File: src/rtl/dcache_pkg.sv
// rtl/dcache_pkg.sv - shared types and geometry constants for the data cache responder
package dcache_pkg;
  localparam int NUM_SETS   = 16;
  localparam int LINE_WORDS = 4;
  localparam int OFFSET_W   = $clog2(LINE_WORDS);
  localparam int INDEX_W    = $clog2(NUM_SETS);
  localparam int TAG_W      = 32 - INDEX_W - OFFSET_W - 2;

  typedef logic [32*LINE_WORDS-1:0] line_t;

  typedef enum logic [1:0] {
    IDLE,
    WB_REQ,
    ALLOC_REQ,
    ALLOC_WAIT
  } state_t;
endpackage

File: src/rtl/dcache_array.sv
// rtl/dcache_array.sv - direct-mapped tag/valid/dirty/data store, combinational read, clocked write
module dcache_array
  import dcache_pkg::*;
#(
  parameter int IDX_W     = 4,
  parameter int TAG_BITS  = 24,
  parameter int LINE_BITS = 128
) (
  input  logic                 clk,
  input  logic                 reset,
  input  logic [IDX_W-1:0]     rd_idx,
  output logic                 rd_valid,
  output logic                 rd_dirty,
  output logic [TAG_BITS-1:0]  rd_tag,
  output logic [LINE_BITS-1:0] rd_data,
  input  logic                 wr_en,
  input  logic [IDX_W-1:0]     wr_idx,
  input  logic                 wr_dirty,
  input  logic [TAG_BITS-1:0]  wr_tag,
  input  logic [LINE_BITS-1:0] wr_data
);
  localparam int SETS = 1 << IDX_W;

  logic [SETS-1:0]      valid_q;
  logic [SETS-1:0]      dirty_q;
  logic [TAG_BITS-1:0]  tag_q  [SETS];
  logic [LINE_BITS-1:0] data_q [SETS];

  assign rd_valid = valid_q[rd_idx];
  assign rd_dirty = dirty_q[rd_idx];
  assign rd_tag   = tag_q[rd_idx];
  assign rd_data  = data_q[rd_idx];

  // Every write leaves the line valid; reset wins over a same-cycle write.
  always_ff @(posedge clk) begin
    if (reset) begin
      valid_q <= '0;
      dirty_q <= '0;
    end else if (wr_en) begin
      valid_q[wr_idx] <= 1'b1;
      dirty_q[wr_idx] <= wr_dirty;
    end
  end

  always_ff @(posedge clk) begin
    if (wr_en) begin
      tag_q[wr_idx]  <= wr_tag;
      data_q[wr_idx] <= wr_data;
    end
  end
endmodule

File: src/rtl/dcache_responder.sv
// rtl/dcache_responder.sv - write-back write-allocate cache FSM; optional DCACHE_STATS_EN counters
module dcache_responder #(
  parameter int NUM_SETS   = 16,
  parameter int LINE_WORDS = 4
) (
  input  logic                    clk,
  input  logic                    reset,
  input  logic                    is_input_valid,
  input  logic [31:0]             addr,
  input  logic [31:0]             din,
  input  logic                    mem_read,
  input  logic                    mem_write,
  output logic                    is_ready,
  output logic                    is_output_valid,
  output logic                    is_hit,
  output logic [31:0]             dout,
  output logic                    mem_req_valid,
  output logic                    mem_req_write,
  output logic [31:0]             mem_req_addr,
  output logic [32*LINE_WORDS-1:0] mem_req_data,
  input  logic                    mem_req_ready,
  input  logic                    mem_resp_valid,
  input  logic [32*LINE_WORDS-1:0] mem_resp_data
`ifdef DCACHE_STATS_EN
  ,
  output logic [31:0]             access_count,
  output logic [31:0]             miss_count
`endif
);
  import dcache_pkg::*;

  localparam int OFF_W     = $clog2(LINE_WORDS);
  localparam int IDX_W     = $clog2(NUM_SETS);
  localparam int TG_W      = 30 - OFF_W - IDX_W;
  localparam int LINE_BITS = 32 * LINE_WORDS;

  state_t state_q, state_d;

  logic [IDX_W-1:0]     idx;
  logic [OFF_W-1:0]     off;
  logic [TG_W-1:0]      req_tag;
  logic                 rd_valid, rd_dirty, tag_match, lookup_hit;
  logic [TG_W-1:0]      rd_tag;
  logic [LINE_BITS-1:0] rd_data, store_line, wr_data;
  logic [31:0]          word;
  logic                 wr_en, wr_dirty;
  logic                 unused_inputs;

  assign idx     = addr[2+OFF_W +: IDX_W];
  assign off     = addr[2 +: OFF_W];
  assign req_tag = addr[31 -: TG_W];
  // Byte lanes are ignored and a read+write request behaves as a store.
  assign unused_inputs = ^{addr[1:0], mem_read};

  dcache_array #(
    .IDX_W    (IDX_W),
    .TAG_BITS (TG_W),
    .LINE_BITS(LINE_BITS)
  ) u_array (
    .clk     (clk),
    .reset   (reset),
    .rd_idx  (idx),
    .rd_valid(rd_valid),
    .rd_dirty(rd_dirty),
    .rd_tag  (rd_tag),
    .rd_data (rd_data),
    .wr_en   (wr_en),
    .wr_idx  (idx),
    .wr_dirty(wr_dirty),
    .wr_tag  (req_tag),
    .wr_data (wr_data)
  );

  assign tag_match  = rd_valid && (rd_tag == req_tag);
  assign lookup_hit = (state_q == IDLE) && is_input_valid && tag_match;
  assign word       = rd_data[{off, 5'b0} +: 32];

  always_comb begin
    store_line = rd_data;
    store_line[{off, 5'b0} +: 32] = din;
  end

  // Stores hit in IDLE; fills land in ALLOC_WAIT. The held address selects the set in both.
  assign wr_en    = (lookup_hit && mem_write) || ((state_q == ALLOC_WAIT) && mem_resp_valid);
  assign wr_dirty = (state_q == IDLE);
  assign wr_data  = (state_q == IDLE) ? store_line : mem_resp_data;

  always_ff @(posedge clk) begin
    if (reset) state_q <= IDLE;
    else       state_q <= state_d;
  end

  always_comb begin
    state_d       = state_q;
    is_ready      = 1'b0;
    is_hit        = 1'b0;
    mem_req_valid = 1'b0;
    mem_req_write = 1'b0;
    mem_req_addr  = '0;
    mem_req_data  = '0;
    case (state_q)
      IDLE: begin
        is_ready = 1'b1;
        is_hit   = lookup_hit;
        if (is_input_valid && !tag_match)
          state_d = (rd_valid && rd_dirty) ? WB_REQ : ALLOC_REQ;
      end
      WB_REQ: begin
        mem_req_valid = 1'b1;
        mem_req_write = 1'b1;
        mem_req_addr  = {rd_tag, idx, {(OFF_W+2){1'b0}}};
        mem_req_data  = rd_data;
        if (mem_req_ready) state_d = ALLOC_REQ;
      end
      ALLOC_REQ: begin
        mem_req_valid = 1'b1;
        mem_req_addr  = {addr[31:OFF_W+2], {(OFF_W+2){1'b0}}};
        if (mem_req_ready) state_d = ALLOC_WAIT;
      end
      ALLOC_WAIT: begin
        if (mem_resp_valid) state_d = IDLE;
      end
      default: state_d = IDLE;
    endcase
  end

  assign is_output_valid = is_hit;
  assign dout            = is_hit ? word : 32'h0;

`ifdef DCACHE_STATS_EN
  always_ff @(posedge clk) begin
    if (reset) begin
      access_count <= '0;
      miss_count   <= '0;
    end else begin
      if (is_output_valid) access_count <= access_count + 32'd1;
      if ((state_q == IDLE) && (state_d != IDLE)) miss_count <= miss_count + 32'd1;
    end
  end
`endif
endmodule

File: config.mk
export PLATFORM = sky130hd
export DESIGN_NAME = dcache_responder
export DESIGN_NICKNAME = d
export VERILOG_FILES = /design/src/rtl/dcache_pkg.sv /design/src/rtl/dcache_array.sv /design/src/rtl/dcache_responder.sv
export SDC_FILE = /design/constraint.sdc
export NUM_CORES = 2
export LEC_CHECK = 0
export BUFFER_PORTS_ARGS = -buffer_cell sky130_fd_sc_hd__buf_2
export CAP_MARGIN = 20
export CELL_PAD_IN_SITES_DETAIL_PLACEMENT = 0
export CELL_PAD_IN_SITES_GLOBAL_PLACEMENT = 1
export CORE_MARGIN = 2
export CORE_UTILIZATION = 48
export CTS_CLUSTER_SIZE = 10
export DETAILED_ROUTE_END_ITERATION = 8
export GPL_TIMING_DRIVEN = 0
export PLACE_DENSITY_LB_ADDON = 0.1
export SLEW_MARGIN = 20
export SYNTH_ARGS = -nofsm -noshare
export SYNTH_HDL_FRONTEND = slang
export SYNTH_SLANG_ARGS = --single-unit
File: constraint.sdc
create_clock -name clk -period 13 [get_ports clk]
set_clock_uncertainty 0.15 [all_clocks]
set_input_delay 2.6 -clock clk [delete_from_list [all_inputs] [get_ports clk]]
set_output_delay 2.6 -clock clk [all_outputs]
set_load 0.05 [all_outputs]
### Yosys cells after proc, flatten, opt, wreduce, memory -nomap -nowiden

Memory sizes are Yosys's and may differ from the RTL's.
Cells that the tools add are included.
W data, S select, Z words.

| storage, ports and cells | value |
|---|---|
| register bits after elaboration | 34 |
| bits in writable memories | 2432 |
| memories | 2 |

| cells by class | value |
|---|---|
| add/subtract/negate cells | 1 |
| $lt $le $gt $ge | 2 |
| equal/unequal tests | 8 |
| shift operators | 3 |
| mux-type cells | 24 |
| bitwise logic cells | 1 |
| reductions and logical operators | 13 |

Memories:

| name | depth | bits a word | rd ports | clocked after Yosys merged registers in | wr ports | line | text |
|---|---|---|---|---|---|---|---|
| u_array.data_q | 16 | 128 | 1 | 0 | 1 | dcache_array.sv:27 | `logic [LINE_BITS-1:0] data_q [SETS];` |
| u_array.tag_q | 16 | 24 | 1 | 0 | 1 | dcache_array.sv:26 | `logic [TAG_BITS-1:0] tag_q [SETS];` |

Operators by type and width:

| kind | number |
|---|---|
| $mux W128 | 2 |
| $bwmux W128 | 1 |
| $shift A32 B9 Y128 const A | 1 |
| $shiftx A128 B8 Y32 | 1 |
| $shiftx A32 B9 Y128 | 1 |
| $pmux W32 S2 | 1 |
| $mux W32 | 1 |
| $eq A24 B24 Y1 | 1 |
| $bwmux W16 | 1 |
| $or A16 B16 Y16 | 1 |
| $mux W2 | 5 |
| $mux W1 | 9 |
| $neg A7 Y9 | 1 |
| $bmux W1 S4 | 2 |
| $logic_and A1 B1 Y1 | 8 |
| $ne A2 B2 Y1 const B | 4 |
| $pmux W2 S4 | 1 |
| $lt A4 B5 Y1 const B | 1 |
| $demux W1 S4 | 1 |
| $eq A2 B2 Y1 const B | 2 |
| $ge A4 B1 Y1 const B | 1 |
| $reduce_and A4 Y1 | 1 |
| $eq A2 B1 Y1 const B | 1 |
| $logic_not A2 Y1 | 1 |
| other kinds (3) | 3 |

### Logic depth before layout (Yosys ltp)

| depth | value |
|---|---|
| depth in word-level cells | 8 |
| depth in mapped cells | 18 |
| gate-level depth less buffers | 9 |

### By module

Synthesis repeated with hierarchy kept, for this count alone.

| second synthesis, totals | value |
|---|---|
| cell total of the unflattened synthesis | 4807 |
| area total of the unflattened synthesis | 97833.8 um^2 |

By module, submodules not included:

| module | times used | cells an instance | area an instance (um^2) |
|---|---|---|---|
| dcache_array | 1 | 3885 | 92190.9 |
| dcache_responder | 1 | 922 | 5642.9 |

### Worst setup path before layout

OpenSTA, ideal clock, no wires.

| timing | value |
|---|---|
| path type | input -> register |
| from | in addr[4] |
| to | reg u_array.dirty_q[3] |
| library setup time | 0.304 ns |
| arrival time | 8.647 ns |
| required time | 12.546 ns |
| setup slack | 3.899 ns |
| stages on the path | 14 |
| buffers on the path | 6 |
| cell sequence | buf_6 -> buf_12 -> buf_12 -> buf_4 -> buf_2 -> buf_2 -> mux2i_1 -> mux2i_1 -> xnor2_1 -> o2111ai_1 -> a2111oi_4 -> a31o_4 -> and3_1 -> mux2i_1 |

| between the ends | value |
|---|---|
| word-level cells in the longest chain between the ends | 6 |

RTL lines:

| element | line | text |
|---|---|---|
| start, declared | dcache_responder.sv:9 | `input logic [31:0] addr,` |
| $mem_v2 Z16 W24 / $bmux W1 S4 (equally long branches) | - |  |
| $eq A24 B24 Y1 / $mux W1 (equally long branches) | dcache_responder.sv:74, dcache_array.sv:29 |  |
| $logic_and A1 B1 Y1 | dcache_responder.sv:74 | `assign tag_match = rd_valid && (rd_tag == req_tag);` |
| $logic_and A1 B1 Y1 | dcache_responder.sv:75 | `assign lookup_hit = (state_q == IDLE) && is_input_valid && tag_match;` |
| $logic_and A1 B1 Y1 | dcache_responder.sv:84 | `assign wr_en = (lookup_hit && mem_write) \|\| ((state_q == ALLOC_WAIT) && mem_resp_valid);` |
| $logic_or A1 B1 Y1 | dcache_responder.sv:84 |  |
| end signal, assigned by index | dcache_array.sv:41 | `dirty_q[wr_idx] <= wr_dirty;` |
| end, declared | dcache_array.sv:25 | `logic [SETS-1:0] dirty_q;` |

Parallel ways exist; a longest one is shown, timed or not. The select of a mux whose other input is x is not followed.
A chain may end at the register's enable or synchronous reset.

### Final worst setup path

| timing | value |
|---|---|
| from | in addr[5] |
| to | out dout[29] |

| between the ends | value |
|---|---|
| word-level cells in the longest chain between the ends | 6 |

RTL lines:

| element | line | text |
|---|---|---|
| branches (longest 5 deep; another with $mem_v2 Z16 W128) | - |  |
| $mux W32 (*) | dcache_responder.sv:128 | `assign dout = is_hit ? word : 32'h0;` |
| end, declared | dcache_responder.sv:16 | `output logic [31:0] dout,` |

Every way passes the cells marked *. The select of a mux whose other input is x is not followed.

==> metrics.txt <==
cell area after synthesis=98,750 µm²; Die Wd=457.6 µm; vias in the first global route=51,670; ys async rst share=0%; DRT antenna net count=0; WP buf/inv=7; period utilization=85.44%; initial DRC count=8,409; Post-synth EDFFs=2,432; post-place setup slack=1.908 ns; clk slew on worst S/H paths=0.05 ns; CTS Sinks=2,466; worst hold path endpoint=u_array.valid_q[7]$_SDFFE_PP0P_; WS Path Type=input port to output port; total number of vias=53,680; Total GRT Usage=32.31%; Hold WC Path Type=register to register; Seq/Total Area, Yosys=74.64%; Final Hold Viols=0; Worst Hold Depth=2; area of the core=204,600 µm²; FF+latch count, synth=2,466; min-delay src=u_array.valid_q[7]$_SDFFE_PP0P_; R2R Path Start=u_array.tag_q[0][0]$_DFFE_PP_; DRC=0; Final Util=55.62%; Critical Path AT=8.36 ns; postcts setup bufs=0; Synth Instances=4,569; area delta synth->final=15.23%; Slew headroom=14.64%; I/O pin total=396; Cell Rows=166; max cap viols=0; Via density=6.627; post_cts resized=0; Worst Setup End Kind=output port; first-pass GRT wire length=452,400 µm; pin count of the biggest net entering global routing=60; Leak=37.00 nW; R2R setup slack=7.56 ns; final setup TNS=0 ns; antenna violations before repair=51; DP HPWL=215,300 µm; CTS Hold Bufs=0; Crit path required time=10.25 ns; CP Cell Sequence=buf_2, buf_2, buf_2, clkbuf_1, clkbuf_2, clkbuf_1, mux4_2, mux4_2, mux4_2, and3_1, buf_2; minimum clock period=11.11 ns; dominant synthesized flop cell=edfxtp_1; CTS tree=yes; Startpoint Class=input port; cell repeated most along the worst path=buf_2; Total Wirelength=339,700 µm; starting density of the core=48.27%; status=complete, no violations; Root Driver=clkbuf_16; worst slew pin tran=1.280 ns; Slew Limit Fails=0; wire length per cell=41.94 µm; crit-path max FO=10; Max Clock Freq=90.03 MHz; Die Y=457.6 µm; Yosys cell types=67; CTS Buffer Depth=4; fillers=15,600; grt ovf=0; Avg Inst Size Synth=21.61 µm²; commonest non-fill, non-tap cell in the layout=edfxtp_1; CP top delay family=buffers and inverters; share of layout cells above drive strength 1=31.64%; Pwr Density=183.9 nW/µm²; Nets=5,527; Die ar.=209,400 µm²; H-tree levels=5; setup ws final=1.893 ns; Slowest-stage cell, CP=clkbuf_1; Setup Viol. Count Final=0; commonest non-fill, non-tap cells in the layout=2,432 x edfxtp_1, 747 x mux4_2, 471 x buf_2, 309 x clkbuf_16, 260 x nor2_1; R2R Path End=u_array.data_q[13][9]$_DFFE_PP_; CP peak stage delay=0.96 ns; worst-skew pair later-pin latency=0.93 ns; CTS buffer count=301; worst reg-to-reg path cell count=12; IO Port Bufs=384; synth warn=0; VDD IR max=0.0001580 V; Routability Congestion=0.8963; hold_ws=0.2946 ns; RSZ-0062 raised after global routing=no; Pre-antenna DRT Iters=6
## registers in the layout, summed over array words and instances (netlist names)
name	cells
state_q	2
u_array.data_q	2048
u_array.dirty_q	16
u_array.tag_q	384
u_array.valid_q	16
## cell type report
class / instances / area [µm²] / area share, %
Clock buffer: 355 / 7905 / 6.947
Clock inverter: 15 / 153.9 / 0.1352
Antenna cell: 26 / 65.06 / 0.05718
Timing Repair Buffer: 443 / 3339 / 2.935
Sequential cell: 2466 / 73710 / 64.78
Tap cell: 2688 / 3363 / 2.956
Multi-Input combinational cell: 1767 / 23590 / 20.73
Inverter: 49 / 296.5 / 0.2606
Buffer: 290 / 1369 / 1.203
## worst max-delay path by stage
stage,depth (start not counted),slack (ns),startpoint,to
after CTS,11,1.95,addr[5],dout[29]
after detailed placement,12,1.91,addr[7],dout[30]
after floorplan,14,3.90,addr[4],u_array.dirty_q[3]$_SDFFE_PP0P_
after global placement,12,-4.12,addr[5],u_array.dirty_q[3]$_SDFFE_PP0P_
after global routing,12,1.84,addr[5],dout[12]
final,11,1.89,addr[5],dout[29]
## through the flow
step	cell area [µm²]	std cells	power [mW]
6_report	113800	8099	20.93
5_1_grt	113700	8078	21.42
4_1_cts	113700	8069	20.91
3_5_place_dp	105600	7699	13.72
3_3_place_gp	104000	7644	13.57
2_1_floorplan	98760	4572	12.11
## Yosys cell counts, drive strengths merged, types with 6 or more instances
| cell type | count | area, µm² |
|---|---|---|
| inv | 48 | 180.2 |
| ha | 10 | 125.1 |
| edfxtp | 2432 | 73030 |
| xnor2 | 19 | 166.4 |
| a22oi | 23 | 172.7 |
| and2 | 139 | 869.6 |
| nor3 | 11 | 55.05 |
| xor2 | 14 | 122.6 |
| clkbuf | 173 | 649.4 |
| a21oi | 24 | 120.1 |
| nor2 | 265 | 994.7 |
| dfxtp | 34 | 680.7 |
| a21boi | 11 | 82.58 |
| nand3 | 22 | 170.2 |
| nand2b | 26 | 162.7 |
| nor2b | 18 | 112.6 |
| and3 | 34 | 212.7 |
| mux2 | 13 | 146.4 |
| o211ai | 9 | 67.56 |
| nand2 | 59 | 221.5 |
| nand4 | 6 | 37.54 |
| mux2i | 103 | 1035 |
| a211oi | 6 | 45.04 |
| mux4 | 750 | 16900 |
| a221oi | 132 | 1156 |
| buf | 117 | 666.9 |
| o21ai | 11 | 55.05 |
| o22ai | 10 | 62.56 |
## power breakdown
group          leakage, nW  internal [mW]  switching [mW]  total (mW)
registers             22.1           9.97          0.0106        9.98
logic                 10.9          0.739            2.92        3.66
clock network         3.93           4.26            3.03        7.29
## metal layers
layer / vias to the layer above / routed length (µm) / global-route usage [%]
met3: 708 / 34360 / 7.419
met1: 28850 / 126900 / 43.61
met5: - / 119 / 0
met2: 3402 / 157400 / 49.34
li1: 20700 / - / -
met4: 18 / 20910 / 17.26
## worst register-to-register path, stage by stage, from the launching register on
cell and delay, ns:
edfxtp_1 0.37, mux4_2 0.46, mux2i_1 0.52, o22ai_1 0.16
a2111oi_1 0.54, a31oi_1 0.22, a2111oi_4 0.41, a31o_4 0.28
nand4_1 0.31, inv_8 0.45, buf_16 0.33, buf_16 0.34
buf_16 0.41
## logic make-up after synthesis
kind of cell,share of synthesized area [%]
fa+ha+maj,0.1267
flops,74.64
xor+xnor,0.2927
mux,18.31
compound gates,2.106
buf+inv,1.519
other cells,0.003797
simple gates,2.997
(Power assumes the default switching activity.)
